===== config.mk =====
export PLATFORM = sky130hd
export DESIGN_NAME = reg_rename_file_flat
export DESIGN_NICKNAME = d
export VERILOG_FILES = /design/src/rtl/reg_rename_file_if.sv /design/src/rtl/reg_rename_file.sv /design/src/flat_wrapper.sv
export SDC_FILE = /design/constraint.sdc
export NUM_CORES = 2
export LEC_CHECK = 0
export CORE_UTILIZATION = 45
export CTS_BUF_LIST = sky130_fd_sc_hd__clkbuf_4
export CTS_CLUSTER_SIZE = 20
export DETAILED_ROUTE_END_ITERATION = 12
export PLACE_DENSITY = 0.58
export SETUP_SLACK_MARGIN = 0.1
export SLEW_MARGIN = 20
export SYNTH_ARGS = -nofsm -noshare
export SYNTH_HDL_FRONTEND = slang
export SYNTH_SLANG_ARGS = --single-unit

===== constraint.sdc =====
create_clock -name clk -period 53 [get_ports clk]
set_input_delay 5.3 -clock clk [delete_from_list [all_inputs] [get_ports clk]]
set_output_delay 5.3 -clock clk [all_outputs]
set_load 0.005 [all_outputs]

===== src/rtl/reg_rename_file_if.sv =====
// rtl/reg_rename_file_if.sv - ROB rename/commit and decoder read bundle for reg_rename_file
interface reg_rename_file_if #(
  parameter int XLEN = 32,
  parameter int RB_W = 4
);
  logic            rdy;
  logic            jp_wrong;
  logic            upd_flag;
  logic [RB_W-1:0] upd_idx;
  logic [4:0]      upd_rd;
  logic            write_flag;
  logic [RB_W-1:0] write_idx;
  logic [4:0]      write_rd;
  logic [XLEN-1:0] new_val;
  logic [4:0]      rs1;
  logic [4:0]      rs2;
  logic            rs1_busy;
  logic            rs2_busy;
  logic [XLEN-1:0] rs1_val;
  logic [XLEN-1:0] rs2_val;
  logic [RB_W-1:0] rs1_idx;
  logic [RB_W-1:0] rs2_idx;

  modport master (
    output rdy, jp_wrong, upd_flag, upd_idx, upd_rd,
    output write_flag, write_idx, write_rd, new_val, rs1, rs2,
    input  rs1_busy, rs2_busy, rs1_val, rs2_val, rs1_idx, rs2_idx
  );

  modport slave (
    input  rdy, jp_wrong, upd_flag, upd_idx, upd_rd,
    input  write_flag, write_idx, write_rd, new_val, rs1, rs2,
    output rs1_busy, rs2_busy, rs1_val, rs2_val, rs1_idx, rs2_idx
  );
endinterface


===== src/rtl/reg_rename_file.sv =====
// rtl/reg_rename_file.sv - architectural register file with rename tags; optional commit bypass via REGFILE_BYPASS_EN
module reg_rename_file #(
  parameter int XLEN = 32,
  parameter int NREG = 32,
  parameter int RB_W = 4
) (
  input logic              clk,
  input logic              rst,
  reg_rename_file_if.slave bus
);

  logic [XLEN-1:0] r_val [NREG];
  logic [NREG-1:0] r_busy;
  logic [RB_W-1:0] r_tag [NREG];

  logic            w_commit;
  logic            w_rename;
  logic            w_retire;
  logic            w_byp1;
  logic            w_byp2;
  logic            w_rs1_busy;
  logic            w_rs2_busy;
  logic [XLEN-1:0] w_rs1_val;
  logic [XLEN-1:0] w_rs2_val;
  logic [RB_W-1:0] w_rs1_idx;
  logic [RB_W-1:0] w_rs2_idx;

  // x0 is hardwired, so requests targeting it are dropped here.
  assign w_commit = bus.write_flag && (bus.write_rd != 5'd0);
  assign w_rename = bus.upd_flag && (bus.upd_rd != 5'd0);
  // Only the producer that still owns the register may release it.
  assign w_retire = w_commit && r_busy[bus.write_rd] &&
                    (r_tag[bus.write_rd] == bus.write_idx);

`ifdef REGFILE_BYPASS_EN
  assign w_byp1 = w_retire && (bus.write_rd == bus.rs1);
  assign w_byp2 = w_retire && (bus.write_rd == bus.rs2);
`else
  assign w_byp1 = 1'b0;
  assign w_byp2 = 1'b0;
`endif

  // State update: value on commit, busy/tag on rename/retire, full tag wipe on flush.
  always_ff @(posedge clk or posedge rst) begin
    if (rst) begin
      r_busy <= '0;
      for (int i = 0; i < NREG; i++) begin
        r_val[i] <= '0;
        r_tag[i] <= '0;
      end
    end else if (bus.rdy) begin
      if (w_commit) r_val[bus.write_rd] <= bus.new_val;
      if (bus.jp_wrong) begin
        r_busy <= '0;
        for (int i = 0; i < NREG; i++) r_tag[i] <= '0;
      end else begin
        if (w_retire) r_busy[bus.write_rd] <= 1'b0;
        // Rename is assigned last so it wins over a same-register retire.
        if (w_rename) begin
          r_busy[bus.upd_rd] <= 1'b1;
          r_tag[bus.upd_rd]  <= bus.upd_idx;
        end
      end
    end
  end

  // Read port 1: x0, then commit bypass, then stored state with tag masked when idle.
  always_comb begin
    w_rs1_busy = 1'b0;
    w_rs1_val  = '0;
    w_rs1_idx  = '0;
    if (bus.rs1 != 5'd0) begin
      if (w_byp1) begin
        w_rs1_val = bus.new_val;
      end else begin
        w_rs1_busy = r_busy[bus.rs1];
        w_rs1_val  = r_val[bus.rs1];
        w_rs1_idx  = r_busy[bus.rs1] ? r_tag[bus.rs1] : '0;
      end
    end
  end

  // Read port 2: same priority as port 1.
  always_comb begin
    w_rs2_busy = 1'b0;
    w_rs2_val  = '0;
    w_rs2_idx  = '0;
    if (bus.rs2 != 5'd0) begin
      if (w_byp2) begin
        w_rs2_val = bus.new_val;
      end else begin
        w_rs2_busy = r_busy[bus.rs2];
        w_rs2_val  = r_val[bus.rs2];
        w_rs2_idx  = r_busy[bus.rs2] ? r_tag[bus.rs2] : '0;
      end
    end
  end

  assign bus.rs1_busy = w_rs1_busy;
  assign bus.rs1_val  = w_rs1_val;
  assign bus.rs1_idx  = w_rs1_idx;
  assign bus.rs2_busy = w_rs2_busy;
  assign bus.rs2_val  = w_rs2_val;
  assign bus.rs2_idx  = w_rs2_idx;

endmodule

===== src/flat_wrapper.sv =====
// flat-port wrapper written by rule: the top's interface ports become plain ports
module reg_rename_file_flat 
#(
  parameter int XLEN = 32,
  parameter int NREG = 32,
  parameter int RB_W = 4
)
  (clk, rst, bus_rdy, bus_jp_wrong, bus_upd_flag, bus_upd_idx, bus_upd_rd, bus_write_flag, bus_write_idx, bus_write_rd, bus_new_val, bus_rs1, bus_rs2, bus_rs1_busy, bus_rs2_busy, bus_rs1_val, bus_rs2_val, bus_rs1_idx, bus_rs2_idx);
  reg_rename_file_if #(.XLEN(XLEN), .RB_W(RB_W)) bus_i ();
  input logic clk;
  input logic rst;
  input wire logic [$bits(bus_i.rdy)-1:0] bus_rdy;
  input wire logic [$bits(bus_i.jp_wrong)-1:0] bus_jp_wrong;
  input wire logic [$bits(bus_i.upd_flag)-1:0] bus_upd_flag;
  input wire logic [$bits(bus_i.upd_idx)-1:0] bus_upd_idx;
  input wire logic [$bits(bus_i.upd_rd)-1:0] bus_upd_rd;
  input wire logic [$bits(bus_i.write_flag)-1:0] bus_write_flag;
  input wire logic [$bits(bus_i.write_idx)-1:0] bus_write_idx;
  input wire logic [$bits(bus_i.write_rd)-1:0] bus_write_rd;
  input wire logic [$bits(bus_i.new_val)-1:0] bus_new_val;
  input wire logic [$bits(bus_i.rs1)-1:0] bus_rs1;
  input wire logic [$bits(bus_i.rs2)-1:0] bus_rs2;
  output wire logic [$bits(bus_i.rs1_busy)-1:0] bus_rs1_busy;
  output wire logic [$bits(bus_i.rs2_busy)-1:0] bus_rs2_busy;
  output wire logic [$bits(bus_i.rs1_val)-1:0] bus_rs1_val;
  output wire logic [$bits(bus_i.rs2_val)-1:0] bus_rs2_val;
  output wire logic [$bits(bus_i.rs1_idx)-1:0] bus_rs1_idx;
  output wire logic [$bits(bus_i.rs2_idx)-1:0] bus_rs2_idx;
  assign bus_i.rdy = bus_rdy;
  assign bus_i.jp_wrong = bus_jp_wrong;
  assign bus_i.upd_flag = bus_upd_flag;
  assign bus_i.upd_idx = bus_upd_idx;
  assign bus_i.upd_rd = bus_upd_rd;
  assign bus_i.write_flag = bus_write_flag;
  assign bus_i.write_idx = bus_write_idx;
  assign bus_i.write_rd = bus_write_rd;
  assign bus_i.new_val = bus_new_val;
  assign bus_i.rs1 = bus_rs1;
  assign bus_i.rs2 = bus_rs2;
  assign bus_rs1_busy = bus_i.rs1_busy;
  assign bus_rs2_busy = bus_i.rs2_busy;
  assign bus_rs1_val = bus_i.rs1_val;
  assign bus_rs2_val = bus_i.rs2_val;
  assign bus_rs1_idx = bus_i.rs1_idx;
  assign bus_rs2_idx = bus_i.rs2_idx;
  reg_rename_file #(.XLEN(XLEN), .NREG(NREG), .RB_W(RB_W)) u_core (.clk(clk), .rst(rst), .bus(bus_i));
endmodule

======== After elaboration in Yosys (flattened, before gate mapping) ========
Cells that the tools add are included.
word-level totals
  register bits ........................... 1184
  input port bits ......................... 66
  output and inout bits ................... 74
  word-level logic and storage cells ...... 146
cells by class
  $lt $le $gt $ge ......................... 12
  equality and inequality tests ........... 1
  muxes and demuxes ....................... 46
  bitwise operators ....................... 7
  reduce and logical (&&, ||, !) cells .... 15
operators by type and width
  operator            number
  $bwmux 1024         1
  $mux 32             12
  $bmux 32 s5         2
  $mux 128            2
  $demux 32 s5        1
  $bwmux 128          1
  $bmux 4 s5          3
  $mux 4              11
  $and 32x32->32      1
  $not 32->32         1
  $or 32x32->32       1
  $ge 6x6->1 const B  4
  $lt 5x6->1 const B  4
  $not 5->6           4
  $demux 4 s5         1
  $reduce_bool 5->1   4
  $bmux 1 s5          3
  $lt 6x1->1 const B  2
  $demux 1 s5         2
  $ge 5x1->1 const B  2
  $logic_and 1x1->1   8
  $mux 1              7
  $eq 4x4->1          1
  $reduce_and 2->1    2
  $reduce_bool 2->1   1

======== Longest topological paths before layout ========
  word-level depth ........................ 12
  depth in mapped cells ................... 12

======== Worst setup path after synthesis ========
OpenSTA, ideal clock, no wires.
  path kind ............................... input-to-output
  start point ............................. in bus_rs1[0]
  end point ............................... out bus_rs1_idx[0]
  arrival ................................. 7.521 ns
  slack ................................... 40.179 ns
  stages .................................. 8
  buffers on the path ..................... 4
  cells stage by stage .................... buf_2 buf_2 buf_2 buf_2 mux4_2 mux4_2 mux2i_1 nor2_1
between the ends
  longest elaborated chain between the ends .. 6
  elaborated cells on any way between the ends .. 9
RTL lines
  element                                     line                   source
  start, declared                             flat_wrapper.sv:21     input wire logic [$bits(bus_i.rs1)-1:0] bus_rs1;
  $not 5->6 (implied by the code)             reg_rename_file.sv:78  w_rs1_idx = r_busy[bus.rs1] ? r_tag[bus.rs1] : '0;
  $bmux 4 s5                                  reg_rename_file.sv:78
  $mux 4 (implied by the code) (2 in series)  reg_rename_file.sv:78
  $mux 4                                      reg_rename_file.sv:78
  $mux 4 (*)                                  reg_rename_file.sv:72  if (bus.rs1 != 5'd0) begin
  end, declared                               flat_wrapper.sv:27     output wire logic [$bits(bus_i.rs1_idx)-1:0] bus_rs1_idx;
Every way passes the cells marked *; elsewhere a longest branch is shown, timed or not. The select of a mux whose other input is x is not followed.

======== Worst setup path after layout ========
  start point ............................. in bus_rs1[0]
  end point ............................... out bus_rs1_val[17]
between the ends
  longest elaborated chain between the ends .. 5
  elaborated cells on any way between the ends .. 6
RTL lines
  element                                      line                   source
  $not 5->6 (implied by the code)              reg_rename_file.sv:77  w_rs1_val = r_val[bus.rs1];
  $bmux 32 s5                                  reg_rename_file.sv:77
  $mux 32 (implied by the code) (2 in series)  reg_rename_file.sv:77
  $mux 32 (*)                                  reg_rename_file.sv:72
  end, declared                                flat_wrapper.sv:25     output wire logic [$bits(bus_i.rs1_val)-1:0] bus_rs1_val;
Marks and branches as above.

==> reports/metrics.cfg <==
[status]
status=completed

[worst_setup_path]
r2r-start=u_core.r_busy[18]
worstSetupPathType=in2out
cp-end-kind=output pin
rrSetupSlack_ns=49.68
startpoint_type=input port
crit_slowest_cell=buf_4
critical_path.max_stage_delay_ns=0.87
reg2reg_to=u_core.r_val[644]
rr_worst_depth=7
path_max_fanout=62
arrival_ns=9.90
crit_path_cell_trace=buf_8 > buf_4 > buf_4 > mux4_2 > mux4_2 > mux2i_1 > nor2_1 > clkdlybuf4s50_1
cp.required_ns=47.70

[synthesis]
yosysTopAreaCell=dfrtp_1
synthMuxAreaShare=0.459
yosys.area_share.simple=0.0224
synth_seq_area_share=0.461
ys_ff_latch=1184
synth.distinct_cells=55
syn_inst=4073
yosys-top-cells-area=dfrtp_1 46%, mux4_2 27%, mux2_2 16%
synth_compound_area_frac=0.0270
synth_warnings=0
syn-num-nets=4139
syn_avg_cell_area_um2=15.8
synthAdderAreaFrac=0
ys_async_sr_fraction=1.00
synth_edf_count=0
synth_xor_area_frac=0.000408
ys.flop_type=dfrtp_1
synth_top_area_frac=0.461
synth_area_um2=64300
synth_top_family_by_area=multiplexers

[floorplan]
rows=138
dieHeight_um=380
io_pins=140
core_area_um2=142000
initial_utilization=0.454
die-area_um2=144000
die_w_um=380

[timing]
rsz0062_at_grt=no
setup_tns_ns=0
skew_ns=0.0803
period_needed_ns=15.20
slew_headroom=0.195
finalHoldViolCount=0
setup_ws_ns=37.80
fmax_mhz=65.8
tightest_slew_ns=1.21
slew_viol_final=0
setup_viol=0
post-route-period-util=0.287

[cells_and_area]
final_layout_size_suffix_gt1_frac=0.534
n_fill_cell=12086
syn2layout_area_growth_pct=10.7
final_nets=4262

[routing]
vias_per_cell=6.44
drt_pass1_iterations=5
finalWirelength_mm=198
vias=40668
drt_iter0_markers=3591
drc=0
ant_nets=0
wire_per_inst_um=31.3

[clocking]
postCtsSetupBuffers=0
path_clk_slew_ns=0.06
htreeDepth=5
root_buffer=clkbuf_4
clk_path_buf_depth=4
cts_hold_repair.buffers=0
cts_tree=built
cts_resized=0
clock-sinks=1184
worstSkewPairLatency_ns=1.33
numCtsBuffers=354

[placed_design]
numPortBuffers=139
dp_slack_ns=37.59
gp_congestion=0.889
dp.final_hpwl_mm=105

[hold_path]
min_path_cells=0
hold_class=reg2reg
min-delay-start=u_core.r_val[996]
hold_path_end=u_core.r_val[996]

[global_routing]
antenna_found_initial=6
track_usage=0.279
grt_pass1_vias=42705
grt_pass1_wl_mm=296
grt_max_degree=165
globalRouteOverflowTotal=0

[power_and_ir_drop]
peakVddDrop_mv=0.0194
p_per_area_nw_per_um2=32.3
p_leak_nw=31.2

[flow_run]
cap_violations=0

[worst max-delay path, delay by kind of cell]
family                 cells  cell delay (ns)
muxes                      3             1.54
buffers and inverters      4             2.79
and+or+nand+nor            1             0.14
[worst max path at each step]
stage | from | to | cells past startpoint
5_1_grt | bus_rs1[0] | bus_rs1_val[17] | 8
3_3_place_gp | bus_rs1[0] | bus_rs1_val[17] | 8
2_1_floorplan | rst | u_core.r_busy[0] | 1
6_report | bus_rs1[0] | bus_rs1_val[17] | 8
4_1_cts | bus_rs1[0] | bus_rs1_val[17] | 8
3_5_place_dp | bus_rs1[0] | bus_rs1_val[17] | 8
[per-stage QoR]
step | hold WS [ns] | total power, mW | instance area [µm²] | utilization | instances
finish | 0.391 | 2.30 | 71200 | 0.502 | 6314
global route | 0.403 | 2.42 | 71200 | 0.502 | 6312
CTS | 0.397 | 2.33 | 71200 | 0.503 | 6309
detailed placement | 0.382 | 1.47 | 67100 | 0.473 | 5729
global placement | 0.378 | 1.46 | 67100 | 0.473 | 5729
floorplan | 0.441 | 1.35 | 64300 | - | 4073
[routing by layer]
metal  track usage  wire length, µm  vias up  share of wire
met5             0               27        -        0.00014
met4        0.0959             5710        4          0.029
met3        0.0553            13200      350          0.066
met2         0.428            93100     1634           0.47
met1         0.400            86000    22235           0.43
li1              -                -    16445              -
[logic make-up after synthesis]
group | count (synthesis)
AO/OA/AOI/OAI | 255
XOR/XNOR | 3
buffers and inverters | 457
flip-flops | 1184
multiplexers | 1862
AND/OR/NAND/NOR | 312
[power breakdown]
part | internal (mW) | switching (mW) | leakage, nW
Sequential | 1.00 | 0.0687 | 15.8
Clock | 0.447 | 0.404 | 2.51
Combinational | 0.222 | 0.158 | 12.8
Total | 1.67 | 0.630 | 31.2
[state kept, by name, indices dropped and copies added (netlist names)]
| signal | cells |
|---|---|
| u_core.r_tag | 128 |
| u_core.r_busy | 32 |
| u_core.r_val | 1024 |
[cell usage after synthesis (2+ instances only)]
cell and count:
dfrtp_1 1184, mux2_2 919, mux4_2 771, clkbuf_1 287, nor2_1 129, buf_2 99
mux2i_1 97, nand2_1 92, a22o_1 83, mux2_1 75, o21ai_0 69, a21oi_1 47
buf_1 37, nand3_1 19, buf_4 17, a22oi_1 13, a31oi_1 12, nor2b_1 11
o22a_1 9, and2_1 8, buf_6 8, inv_1 7, nand2b_1 7, nor3_1 7
a211oi_1 6, and3_1 5, a32oi_1 4, nand3b_1 4, nor3b_1 4, a2bb2oi_1 3
nand2_2 3, nand4_1 3, nor3b_2 3, or2_2 3, a221oi_1 2, and3b_1 2
nor2_2 2, o211ai_1 2, o22ai_1 2, or4_1 2, xnor2_1 2
[cell type report]
| cell class | instances | area [µm²] | share of cell area |
|---|---|---|---|
| clock inverter | 75 | 374 | 0.00525 |
| tap | 1890 | 2360 | 0.0332 |
| clock buffer | 505 | 3790 | 0.0532 |
| timing repair buffer | 217 | 2030 | 0.0285 |
| inverter | 7 | 33.8 | 0.000474 |
| antenna | 4 | 10.0 | 0.000141 |
| multi-input combinational | 2432 | 33000 | 0.463 |
| sequential | 1184 | 29600 | 0.416 |
[cell usage in the layout, fill, tap and decap left out, types with 5 or more instances in the layout]
cell type / netlist / layout
dfrtp_1: 1184 / 1184
mux2_2: 919 / 919
mux4_2: 771 / 771
clkbuf_4: 0 / 505
clkdlybuf4s50_1: 0 / 115
nor2_1: 129 / 110
mux2i_1: 97 / 97
nand2_1: 92 / 89
a22o_1: 83 / 83
mux2_1: 75 / 75
buf_4: 17 / 72
o21ai_0: 69 / 69
clkinv_1: 0 / 58
a21oi_1: 47 / 45
nor2_4: 0 / 21
nand3_1: 19 / 18
buf_2: 99 / 14
a22oi_1: 13 / 13
a31oi_1: 12 / 12
nor2b_1: 11 / 11
o22a_1: 9 / 9
and2_1: 8 / 8
clkinv_2: 0 / 8
buf_12: 0 / 8
nand2b_1: 7 / 6
nor3_1: 7 / 6
inv_1: 7 / 6
a211oi_1: 6 / 6
inv_2: 0 / 5
Note: power is estimated with default switching activity, not from simulation.
